$ cat config.mk
export PLATFORM = sky130hd
export DESIGN_NAME = multicycle_control_flat
export DESIGN_NICKNAME = d
export VERILOG_FILES = /design/src/rtl/multicycle_control_pkg.sv /design/src/rtl/multicycle_control_if.sv /design/src/rtl/multicycle_control_op_decode.sv /design/src/rtl/multicycle_control.sv /design/src/flat_wrapper.sv
export SDC_FILE = /design/constraint.sdc
export NUM_CORES = 1
export LEC_CHECK = 0
export ABC_AREA = 1
export CORE_ASPECT_RATIO = 1.1
export CORE_MARGIN = 1.5
export CORE_UTILIZATION = 33
export DETAILED_ROUTE_END_ITERATION = 12
export PLACE_DENSITY_LB_ADDON = 0.3
export RECOVER_POWER = 100
export SYNTH_ARGS = -nofsm -noshare
export SYNTH_HDL_FRONTEND = slang
export SYNTH_SLANG_ARGS = --single-unit
$ cat constraint.sdc
create_clock -name clk -period 1.3 [get_ports clk]
set_input_delay 0.325 -clock clk [delete_from_list [all_inputs] [get_ports clk]]
set_output_delay 0.325 -clock clk [all_outputs]
set_load 0.02 [all_outputs]
$ cat src/rtl/multicycle_control_pkg.sv
`default_nettype none
// ============================================================================
// Module      : mips_ctrl_pkg
// Description : Shared definitions for the MIPS-subset control logic. Holds
//               the 3-bit opcode constants, the multi-cycle state encoding,
//               the one-hot instruction class produced by op_decode, and the
//               datapath mux / ALU operation encodings.
// Revision    : 1.0 - initial release
// ============================================================================
package mips_ctrl_pkg;

    // Opcode field bits [2:0]
    localparam logic [2:0] OP_HALT = 3'b000;
    localparam logic [2:0] OP_R    = 3'b001;
    localparam logic [2:0] OP_LW   = 3'b010;
    localparam logic [2:0] OP_SW   = 3'b011;
    localparam logic [2:0] OP_J    = 3'b100;
    localparam logic [2:0] OP_BEQ  = 3'b101;
    localparam logic [2:0] OP_BNE  = 3'b110;
    localparam logic [2:0] OP_ADDI = 3'b111;

    // Sequencer states, fixed 4-bit encoding
    typedef enum logic [3:0] {
        ST_FETCH   = 4'd0,
        ST_DECODE  = 4'd1,
        ST_MEMADDR = 4'd2,
        ST_MEMRD   = 4'd3,
        ST_MEMWB   = 4'd4,
        ST_MEMWR   = 4'd5,
        ST_REXEC   = 4'd6,
        ST_RWB     = 4'd7,
        ST_BRANCH  = 4'd8,
        ST_JUMP    = 4'd9,
        ST_IEXEC   = 4'd10,
        ST_IWB     = 4'd11,
        ST_HALT    = 4'd12
    } state_e;

    // One-hot instruction class; all zero when the opcode is illegal
    typedef struct packed {
        logic rtype;
        logic lw;
        logic sw;
        logic j;
        logic beq;
        logic bne;
        logic addi;
        logic halt;
    } op_class_t;

    // ALU B-input select
    localparam logic [1:0] ALUSRCB_RT   = 2'b00;
    localparam logic [1:0] ALUSRCB_ONE  = 2'b01;
    localparam logic [1:0] ALUSRCB_IMM  = 2'b10;
    localparam logic [1:0] ALUSRCB_BOFF = 2'b11;

    // PC source select
    localparam logic [1:0] PCSRC_ALU    = 2'b00;
    localparam logic [1:0] PCSRC_ALUOUT = 2'b01;
    localparam logic [1:0] PCSRC_JUMP   = 2'b10;

    // ALU operation
    localparam logic [1:0] ALUOP_ADD    = 2'b00;
    localparam logic [1:0] ALUOP_SUB    = 2'b01;
    localparam logic [1:0] ALUOP_FUNCT  = 2'b10;

endpackage
`default_nettype wire

$ cat src/rtl/multicycle_control_if.sv
`default_nettype none
// ============================================================================
// Module      : multicycle_control_if
// Description : Controller <-> datapath bundle. The master modport is the
//               controller: it receives opcode/zero/mem_ready and drives all
//               control strobes, mux selects and status. The slave modport is
//               the datapath side.
// Parameters  : OPW   - opcode field width
//               CNT_W - retired-instruction counter width
// Revision    : 1.0 - initial release
// ============================================================================
interface multicycle_control_if #(
    parameter int OPW   = 8,
    parameter int CNT_W = 16
);
    logic [OPW-1:0]   opcode;
    logic             zero;
    logic             mem_ready;
    logic             irwrite;
    logic             pcwrite;
    logic [1:0]       pcsrc;
    logic             iord;
    logic             memread;
    logic             memwrite;
    logic             memtoreg;
    logic             regdest;
    logic             regwrite;
    logic             alusrca;
    logic [1:0]       alusrcb;
    logic [1:0]       aluop;
    logic             halted;
    logic             illegal;
    logic [CNT_W-1:0] retired;

    modport master (
        input  opcode, zero, mem_ready,
        output irwrite, pcwrite, pcsrc, iord, memread, memwrite, memtoreg,
               regdest, regwrite, alusrca, alusrcb, aluop, halted, illegal,
               retired
    );

    modport slave (
        output opcode, zero, mem_ready,
        input  irwrite, pcwrite, pcsrc, iord, memread, memwrite, memtoreg,
               regdest, regwrite, alusrca, alusrcb, aluop, halted, illegal,
               retired
    );
endinterface
`default_nettype wire

$ cat src/rtl/multicycle_control_op_decode.sv
`default_nettype none
// ============================================================================
// Module      : op_decode
// Description : Combinational opcode classifier shared by the single-cycle
//               and multi-cycle controllers.
// Ports       : opcode   (in)  OPW-bit opcode field
//               op_class (out) one-hot instruction class, zero if illegal
//               illegal  (out) any bit above [2:0] is set
// Revision    : 1.0 - initial release
// ============================================================================
module op_decode
    import mips_ctrl_pkg::*;
#(
    parameter int OPW = 8
) (
    input  wire logic [OPW-1:0] opcode,
    output op_class_t           op_class,
    output logic                illegal
);
    logic w_upper_nz;

    generate
        if (OPW > 3) begin : g_upper
            assign w_upper_nz = |opcode[OPW-1:3];
        end else begin : g_no_upper
            assign w_upper_nz = 1'b0;
        end
    endgenerate

    always_comb begin
        op_class = '0;
        illegal  = w_upper_nz;
        if (!w_upper_nz) begin
            case (opcode[2:0])
                OP_HALT: op_class.halt  = 1'b1;
                OP_R:    op_class.rtype = 1'b1;
                OP_LW:   op_class.lw    = 1'b1;
                OP_SW:   op_class.sw    = 1'b1;
                OP_J:    op_class.j     = 1'b1;
                OP_BEQ:  op_class.beq   = 1'b1;
                OP_BNE:  op_class.bne   = 1'b1;
                default: op_class.addi  = 1'b1;
            endcase
        end
    end
endmodule
`default_nettype wire

$ cat src/rtl/multicycle_control.sv
`default_nettype none
// ============================================================================
// Module      : multicycle_control
// Description : Multi-cycle sequencer for the MIPS-subset datapath. Steps
//               each instruction through fetch/decode/execute/memory/
//               writeback, with a ready handshake on memory states, and
//               halts on opcode 000 or any illegal opcode.
// Ports       : clk   - rising-edge clock
//               reset - synchronous, active-high
//               bus   - multicycle_control_if.master (opcode/zero/mem_ready
//                       in; control strobes, selects, halted, illegal,
//                       retired out)
// Options     : PERF_CNT_EN - when defined, a saturating retired-instruction
//               counter drives bus.retired; otherwise bus.retired is 0.
// Revision    : 1.0 - initial release
// ============================================================================
module multicycle_control
    import mips_ctrl_pkg::*;
#(
    parameter int OPW   = 8,
    parameter int CNT_W = 16
) (
    input wire logic             clk,
    input wire logic             reset,
    multicycle_control_if.master bus
);
    state_e     state_q, state_d;
    logic [2:0] opcode_q, opcode_d;
    logic       illegal_q, illegal_d;

    op_class_t  w_dec_class;
    logic       w_dec_illegal;

    op_decode #(.OPW(OPW)) u_op_decode (
        .opcode   (bus.opcode),
        .op_class (w_dec_class),
        .illegal  (w_dec_illegal)
    );

    // ---------------------------------------------------------------- FSM
    always_comb begin
        state_d   = state_q;
        opcode_d  = opcode_q;
        illegal_d = illegal_q;
        case (state_q)
            ST_FETCH:   if (bus.mem_ready) state_d = ST_DECODE;
            ST_DECODE: begin
                // Later states see only this latched copy of the opcode
                opcode_d = bus.opcode[2:0];
                if (w_dec_illegal) begin
                    state_d   = ST_HALT;
                    illegal_d = 1'b1;
                end
                else if (w_dec_class.lw || w_dec_class.sw)   state_d = ST_MEMADDR;
                else if (w_dec_class.rtype)                  state_d = ST_REXEC;
                else if (w_dec_class.addi)                   state_d = ST_IEXEC;
                else if (w_dec_class.beq || w_dec_class.bne) state_d = ST_BRANCH;
                else if (w_dec_class.j)                      state_d = ST_JUMP;
                else if (w_dec_class.halt)                   state_d = ST_HALT;
                else                                         state_d = ST_HALT;
            end
            ST_MEMADDR: state_d = (opcode_q == OP_SW) ? ST_MEMWR : ST_MEMRD;
            ST_MEMRD:   if (bus.mem_ready) state_d = ST_MEMWB;
            ST_MEMWB:   state_d = ST_FETCH;
            ST_MEMWR:   if (bus.mem_ready) state_d = ST_FETCH;
            ST_REXEC:   state_d = ST_RWB;
            ST_RWB:     state_d = ST_FETCH;
            ST_IEXEC:   state_d = ST_IWB;
            ST_IWB:     state_d = ST_FETCH;
            ST_BRANCH:  state_d = ST_FETCH;
            ST_JUMP:    state_d = ST_FETCH;
            ST_HALT:    state_d = ST_HALT;
            default:    state_d = ST_FETCH;
        endcase
    end

    always_ff @(posedge clk) begin
        if (reset) begin
            state_q   <= ST_FETCH;
            opcode_q  <= 3'b000;
            illegal_q <= 1'b0;
        end else begin
            state_q   <= state_d;
            opcode_q  <= opcode_d;
            illegal_q <= illegal_d;
        end
    end

    // ------------------------------------------------------------ outputs
    logic       w_irwrite, w_pcwrite, w_iord, w_memread, w_memwrite;
    logic       w_memtoreg, w_regdest, w_regwrite, w_alusrca;
    logic [1:0] w_pcsrc, w_alusrcb, w_aluop;

    always_comb begin
        w_irwrite  = 1'b0;
        w_pcwrite  = 1'b0;
        w_pcsrc    = PCSRC_ALU;
        w_iord     = 1'b0;
        w_memread  = 1'b0;
        w_memwrite = 1'b0;
        w_memtoreg = 1'b0;
        w_regdest  = 1'b0;
        w_regwrite = 1'b0;
        w_alusrca  = 1'b0;
        w_alusrcb  = ALUSRCB_RT;
        w_aluop    = ALUOP_ADD;
        case (state_q)
            ST_FETCH: begin
                w_memread = 1'b1;
                w_alusrcb = ALUSRCB_ONE;
                // IR and PC+1 commit only on the cycle the fetch completes
                w_irwrite = bus.mem_ready;
                w_pcwrite = bus.mem_ready;
            end
            ST_DECODE:  w_alusrcb = ALUSRCB_BOFF;
            ST_MEMADDR: begin
                w_alusrca = 1'b1;
                w_alusrcb = ALUSRCB_IMM;
            end
            ST_MEMRD: begin
                w_memread = 1'b1;
                w_iord    = 1'b1;
            end
            ST_MEMWB: begin
                w_regwrite = 1'b1;
                w_memtoreg = 1'b1;
            end
            ST_MEMWR: begin
                w_memwrite = 1'b1;
                w_iord     = 1'b1;
            end
            ST_REXEC: begin
                w_alusrca = 1'b1;
                w_aluop   = ALUOP_FUNCT;
            end
            ST_RWB: begin
                w_regwrite = 1'b1;
                w_regdest  = 1'b1;
            end
            ST_IEXEC: begin
                w_alusrca = 1'b1;
                w_alusrcb = ALUSRCB_IMM;
            end
            ST_IWB:     w_regwrite = 1'b1;
            ST_BRANCH: begin
                w_alusrca = 1'b1;
                w_aluop   = ALUOP_SUB;
                w_pcsrc   = PCSRC_ALUOUT;
                w_pcwrite = ((opcode_q == OP_BEQ) &&  bus.zero) ||
                            ((opcode_q == OP_BNE) && !bus.zero);
            end
            ST_JUMP: begin
                w_pcsrc   = PCSRC_JUMP;
                w_pcwrite = 1'b1;
            end
            default: ;
        endcase
        // Strobes must not fire during reset even though state is still old
        if (reset) begin
            w_irwrite  = 1'b0;
            w_pcwrite  = 1'b0;
            w_memread  = 1'b0;
            w_memwrite = 1'b0;
            w_regwrite = 1'b0;
        end
    end

    assign bus.irwrite  = w_irwrite;
    assign bus.pcwrite  = w_pcwrite;
    assign bus.pcsrc    = w_pcsrc;
    assign bus.iord     = w_iord;
    assign bus.memread  = w_memread;
    assign bus.memwrite = w_memwrite;
    assign bus.memtoreg = w_memtoreg;
    assign bus.regdest  = w_regdest;
    assign bus.regwrite = w_regwrite;
    assign bus.alusrca  = w_alusrca;
    assign bus.alusrcb  = w_alusrcb;
    assign bus.aluop    = w_aluop;
    assign bus.halted   = (state_q == ST_HALT);
    assign bus.illegal  = illegal_q;

    // ----------------------------------------------- retired-instruction count
`ifdef PERF_CNT_EN
    logic [CNT_W-1:0] retired_q, retired_d;
    logic             w_retire;

    // An instruction retires when a completing state hands back to FETCH
    assign w_retire = (state_q inside {ST_MEMWB, ST_MEMWR, ST_RWB, ST_IWB,
                                       ST_BRANCH, ST_JUMP}) &&
                      (state_d == ST_FETCH);

    always_comb begin
        retired_d = retired_q;
        if (w_retire && !(&retired_q)) retired_d = retired_q + 1'b1;
    end

    always_ff @(posedge clk) begin
        if (reset) retired_q <= '0;
        else       retired_q <= retired_d;
    end

    assign bus.retired = retired_q;
`else
    assign bus.retired = '0;
`endif

endmodule
`default_nettype wire

$ cat src/flat_wrapper.sv
// flat-port wrapper written by rule: the top's interface ports become plain ports
module multicycle_control_flat import mips_ctrl_pkg::*;
#(
    parameter int OPW   = 8,
    parameter int CNT_W = 16
)
  (clk, reset, bus_opcode, bus_zero, bus_mem_ready, bus_irwrite, bus_pcwrite, bus_pcsrc, bus_iord, bus_memread, bus_memwrite, bus_memtoreg, bus_regdest, bus_regwrite, bus_alusrca, bus_alusrcb, bus_aluop, bus_halted, bus_illegal, bus_retired);
  multicycle_control_if #(.OPW(OPW), .CNT_W(CNT_W)) bus_i ();
  input wire logic clk;
  input wire logic reset;
  input wire logic [$bits(bus_i.opcode)-1:0] bus_opcode;
  input wire logic [$bits(bus_i.zero)-1:0] bus_zero;
  input wire logic [$bits(bus_i.mem_ready)-1:0] bus_mem_ready;
  output wire logic [$bits(bus_i.irwrite)-1:0] bus_irwrite;
  output wire logic [$bits(bus_i.pcwrite)-1:0] bus_pcwrite;
  output wire logic [$bits(bus_i.pcsrc)-1:0] bus_pcsrc;
  output wire logic [$bits(bus_i.iord)-1:0] bus_iord;
  output wire logic [$bits(bus_i.memread)-1:0] bus_memread;
  output wire logic [$bits(bus_i.memwrite)-1:0] bus_memwrite;
  output wire logic [$bits(bus_i.memtoreg)-1:0] bus_memtoreg;
  output wire logic [$bits(bus_i.regdest)-1:0] bus_regdest;
  output wire logic [$bits(bus_i.regwrite)-1:0] bus_regwrite;
  output wire logic [$bits(bus_i.alusrca)-1:0] bus_alusrca;
  output wire logic [$bits(bus_i.alusrcb)-1:0] bus_alusrcb;
  output wire logic [$bits(bus_i.aluop)-1:0] bus_aluop;
  output wire logic [$bits(bus_i.halted)-1:0] bus_halted;
  output wire logic [$bits(bus_i.illegal)-1:0] bus_illegal;
  output wire logic [$bits(bus_i.retired)-1:0] bus_retired;
  assign bus_i.opcode = bus_opcode;
  assign bus_i.zero = bus_zero;
  assign bus_i.mem_ready = bus_mem_ready;
  assign bus_irwrite = bus_i.irwrite;
  assign bus_pcwrite = bus_i.pcwrite;
  assign bus_pcsrc = bus_i.pcsrc;
  assign bus_iord = bus_i.iord;
  assign bus_memread = bus_i.memread;
  assign bus_memwrite = bus_i.memwrite;
  assign bus_memtoreg = bus_i.memtoreg;
  assign bus_regdest = bus_i.regdest;
  assign bus_regwrite = bus_i.regwrite;
  assign bus_alusrca = bus_i.alusrca;
  assign bus_alusrcb = bus_i.alusrcb;
  assign bus_aluop = bus_i.aluop;
  assign bus_halted = bus_i.halted;
  assign bus_illegal = bus_i.illegal;
  assign bus_retired = bus_i.retired;
  multicycle_control #(.OPW(OPW), .CNT_W(CNT_W)) u_core (.clk(clk), .reset(reset), .bus(bus_i));
endmodule
Word-level counts from Yosys, hierarchy flattened
Index checks and enable logic that the tools add are counted.
- register bits after elaboration: 8
- word-level logic and storage cells: 81
- multiplexer cells: 37
- eq/ne operators: 24
- reductions and logical operators: 17
- operators by type and width (operator ; number):
    $mux W4 ; 8
    $pmux W4 S8 ; 1
    $mux W1 ; 21
    $eq A4 B4 Y1 const B ; 5
    $eq A4 B3 Y1 const B ; 4
    $eq A3 B3 Y1 const B ; 5
    $eq A3 B2 Y1 const B ; 3
    $eq A4 B2 Y1 const B ; 2
    $mux W8 ; 1
    $pmux W2 S2 ; 2
    $reduce_or A7 Y1 ; 1
    $mux W3 ; 2
    $ne A2 B2 Y1 const B ; 3
    $pmux W2 S3 ; 1
    $reduce_or A2 Y1 ; 3
    $reduce_or A5 Y1 ; 1
    $eq A4 B1 Y1 const B ; 1
    $logic_not A4 Y1 ; 1
    $reduce_or A4 Y1 ; 1
    $eq A3 B1 Y1 const B ; 1
    $logic_not A3 Y1 ; 1
    $logic_or A1 B1 Y1 ; 3
    $pmux W1 S3 ; 1
    $reduce_and A3 Y1 ; 1
    other kinds (4) ; 5

Logic depth before layout (Yosys ltp)
Gate-level depths: netlist of the first run.
- depth in word-level cells: 11
- mapped depth: 8

Hierarchy
A second synthesis of the first run with hierarchy kept.
- cells, all modules: 158
- area total of the unflattened synthesis: 894.6 um^2
- by module, submodules not included (module ; seq. area each (um^2) ; area an instance (um^2) ; cells an instance ; times used):
    multicycle_control ; 160.2 ; 765.7 ; 134 ; 1
    op_decode ; 0.0 ; 128.9 ; 24 ; 1

Worst setup path after synthesis of the first run
No wires, ideal clock.
- kind: reg2out
- start point: register u_core.state_q[0]
- end point: output bus_pcwrite
- stages on the path, launching flop included: 6
- arrival time: 1508 ps
- buffers on the path: 0
- required time: 975 ps
- setup slack: -533 ps
- cells stage by stage: dfxtp_1 > nor2_1 > inv_1 > nor2_1 > o2111ai_1 > a21oi_1
- longest elaborated chain between the ends: 3
- elaborated cells on any way between the ends: 5
- classes of those cells: eq/ne: 2; mux: 2; reduce/logical: 1
- RTL lines (element ; RTL line ; RTL):
    from (decl) ; multicycle_control.sv:27 ; state_e state_q, state_d;
    from (signal assigned) ; multicycle_control.sv:83 ; state_q <= state_d;
    $eq A4 B4 Y1 or $logic_not A4 Y1 (tied branches) ; multicycle_control.sv:107 ; case (state_q)
    $pmux W1 S3 (*) ; multicycle_control.sv:107 ;
    $mux W1 (*) ; multicycle_control.sv:159 ; if (reset) begin
    to (decl) ; flat_wrapper.sv:15 ; output wire logic [$bits(bus_i.pcwrite)-1:0] bus_pcwrite;
Every way passes the cells marked *; elsewhere a longest branch is shown, timed or not.

Worst setup path in the final report of the first run
- start point: register u_core.state_q[2]
- end point: output bus_regwrite
- longest elaborated chain between the ends: 4
- elaborated cells on any way between the ends: 6
- classes of those cells: eq/ne: 3; mux: 2; reduce/logical: 1
- RTL lines (element ; RTL line ; RTL):
    $eq A4 B3 Y1 or $eq A4 B4 Y1 (tied branches) ; multicycle_control.sv:107 ;
    $reduce_or A3 Y1 (no source line) (*) ; -- ;
    $mux W1 (*) ; multicycle_control.sv:107 ;
    $mux W1 (*) ; multicycle_control.sv:159 ;
    to (decl) ; flat_wrapper.sv:22 ; output wire logic [$bits(bus_i.regwrite)-1:0] bus_regwrite;
Marked as above.

==> results.toml, run 1 <==
[critical_path]
start_kind = "flop"
arrival_ns = 1.32
crit_buf_inv = 3
slowest_delay_ns = 0.38
crit_family = "flip-flops"
path_cells = "inv_4, nand2_4, nor2_1, o31ai_2, inv_1, buf_6"
path_class = "reg -> out"
critPathRequiredTime_ns = 0.98
endpoint_kind = "output port"
slowest_stage = "dfxtp_4"
cp_max_fo = 5

[timing]
setup_violations = 19
fin_crit_sh = 1.26
max_freq_mhz = 610
fin_ws_ns = -0.341
finalHoldViolCount = 0
drv_slew = 0
whs_ns = 0.475
period_needed_ns = 1.64
fin_skew_ns = 0.000742
rsz0062_at_grt = "yes"

[die]
initial_core_util = 0.343
top_level_ports = 45
core_area_mm2 = 0.00221
rows = 18
dieArea_mm2 = 0.00259
die_width_um = 48.7
die_h_um = 53.2

[layout]
antennaDiodeCount = 0
final_area_mm2 = 0.00143
finish.utilization = 0.647
fin_cells = 223
nets = 207
final_layout_size_suffix_gt1_frac = 0.451
area_delta_synth_final_pct = 88.8

[cts]
cts-root-buf = "clkbuf_4"
clk_path_buf_depth = 2
ctsHtreeMaxLevel = 1
clk_pin_slew_worst_paths_ns = 0.05
cts_buffers = 3
insertion_delay_ns = 0.25
cts_num_sinks = 8
tritoncts = "built"
cts-hold-fix-buffers = 0

[placed_design]
dp.cells = 216
place_ws_ns = -0.835
numPortBuffers = 28
gp_congestion = 0.831
place_area_mm2 = 0.00129
detailed_place_hpwl_um = 1860

[drt]
ant_nets = 0
wl_per_cell_um = 10.8
vias = 1003
first_pass_iters = 5
via_per_inst = 4.50
drt_wl_total_um = 2420
drc = 0
drt_iter0_markers = 12

[synthesis]
synth-seq-cells = 8
ys_types = 20
synth_area_um2 = 757
async_reset_ff_frac = 0
post-synth-top-area-cell = "dfxtp_1"
synth_top_cell_area_share = 0.212
ys.flop_type = "dfxtp_1"
synth_most_common_cell = "nand2_1"
seq_area_frac_synth = 0.212
synth_common_cells = "nand2_1, inv_1, nor2_1"
ys_warn_count = 0
ys_top_cells_by_area = "dfxtp_1, buf_4, nand2_1, inv_1, nor2_1"
synth_edf_count = 0
netlist_instances = 131
syn_avg_cell_area_um2 = 5.78

[outcome]
violations = "setup timing"
status = "finished, violations left"

[global_route]
grt_max_degree = 10
grt_use_total = 0.196
antenna_found_initial = 0
grt_pass1_vias = 911
grt_overflow = 0
grt_pass1_wl_um = 3820

[power_and_ir_drop]
pwr_density_cell_mw_per_mm2 = 1790
irDropWorstVdd_mv = 1.10
leakage_nw = 0.757

[worst_hold_path]
min_path_type = "reg -> reg"

[run]
max-cap-violations = 0
## tightest hold or removal path: stages (launching register included)
cell	delay (ns)
dfxtp_1	0.31
inv_1	0.05
a21oi_1	0.06
## per-layer routing
layer | routed length [um] | global-route usage | part of all wire | vias to the layer above
met5 | 0 | 0 | 0 | -
li1 | - | - | - | 500
met3 | 110 | 0.0367 | 0.045 | 2
met1 | 941 | 0.196 | 0.39 | 463
met4 | 12 | 0.0952 | 0.0050 | 0
met2 | 1350 | 0.390 | 0.56 | 38
## layout by cell type, fill, tap and decap left out, types with 5 or more instances in the layout
cell             instances
buf_4                   33
nor2_4                  10
a21oi_1                  6
nor2_1                  10
nand2_1                 21
conb_1                  16
clkdlybuf4s50_1          9
inv_1                   18
buf_6                   15
o21ai_0                  5
nand3_1                  7
inv_2                    6
## worst paths after layout
kind / start / endpoint / slack, ns / cells after the start
hold / removal: u_core.bus.illegal / u_core.bus.illegal / 0.47 / 2
setup / recovery: u_core.state_q[2] / bus_regwrite / -0.34 / 6
setup reg to reg: u_core.state_q[2] / u_core.bus.illegal / -0.05 / 7
hold reg to reg: u_core.bus.illegal / u_core.bus.illegal / 0.47 / 2
## through the flow
step | power, W | setup TNS [ns]
after floorplan | 0.00132 | -0.254
after global placement | 0.00209 | -9.29
after detailed placement | 0.00213 | -9.69
after CTS | 0.00246 | -3.84
after global routing | 0.00275 | -5.42
final | 0.00256 | -3.98
## registers in the layout (all words and copies together) (netlist names)
name and count:
u_core.state_q 4, u_core.opcode_q 3, u_core.bus.illegal 1
## timing repair
| item | in CTS | in global routing |
|---|---|---|
| gates resized for setup | 112 | 16 |
| endpoints found under the setup margin | 20 | 22 |
| pin swaps | 7 | 6 |
| buffers inserted | 3 | 3 |
## kinds of logic after synthesis
kind of cell / after synthesis / synth area share
simple gates: 58 / 0.334
buf+inv: 42 / 0.288
compound gates: 22 / 0.162
flops: 8 / 0.212
other cells: 1 / 0.00495
## final cells by class
| type | count | area (um^2) |
|---|---|---|
| fill | 210 | 778 |
| multi-input combinational | 96 | 557 |
| timing repair buffer | 61 | 541 |
| sequential | 8 | 175 |
| inverter | 25 | 96.3 |
| tap | 30 | 37.5 |
| clock buffer | 3 | 22.5 |
## power breakdown
part	total (W)	switching (W)	internal (W)
Combinational	0.00191	0.000988	0.000921
Clock	0.000191	0.0000857	0.000106
Sequential	0.000463	0.000108	0.000355
Note: power is estimated with default switching activity, not from simulation.
==> run 2, diff against run 1 <==
--- a/config.mk
+++ b/config.mk
@@ -9,7 +9,9 @@
 export CORE_ASPECT_RATIO = 1.1
 export CORE_MARGIN = 1.5
 export CORE_UTILIZATION = 33
+export CTS_CLUSTER_DIAMETER = 40
 export DETAILED_ROUTE_END_ITERATION = 12
+export HOLD_SLACK_MARGIN = 0.15
 export PLACE_DENSITY_LB_ADDON = 0.3
 export RECOVER_POWER = 100
 export SYNTH_ARGS = -nofsm -noshare
==> results of run 2 <==
The final DEF is identical to that of run 1; final timing and power are the same.
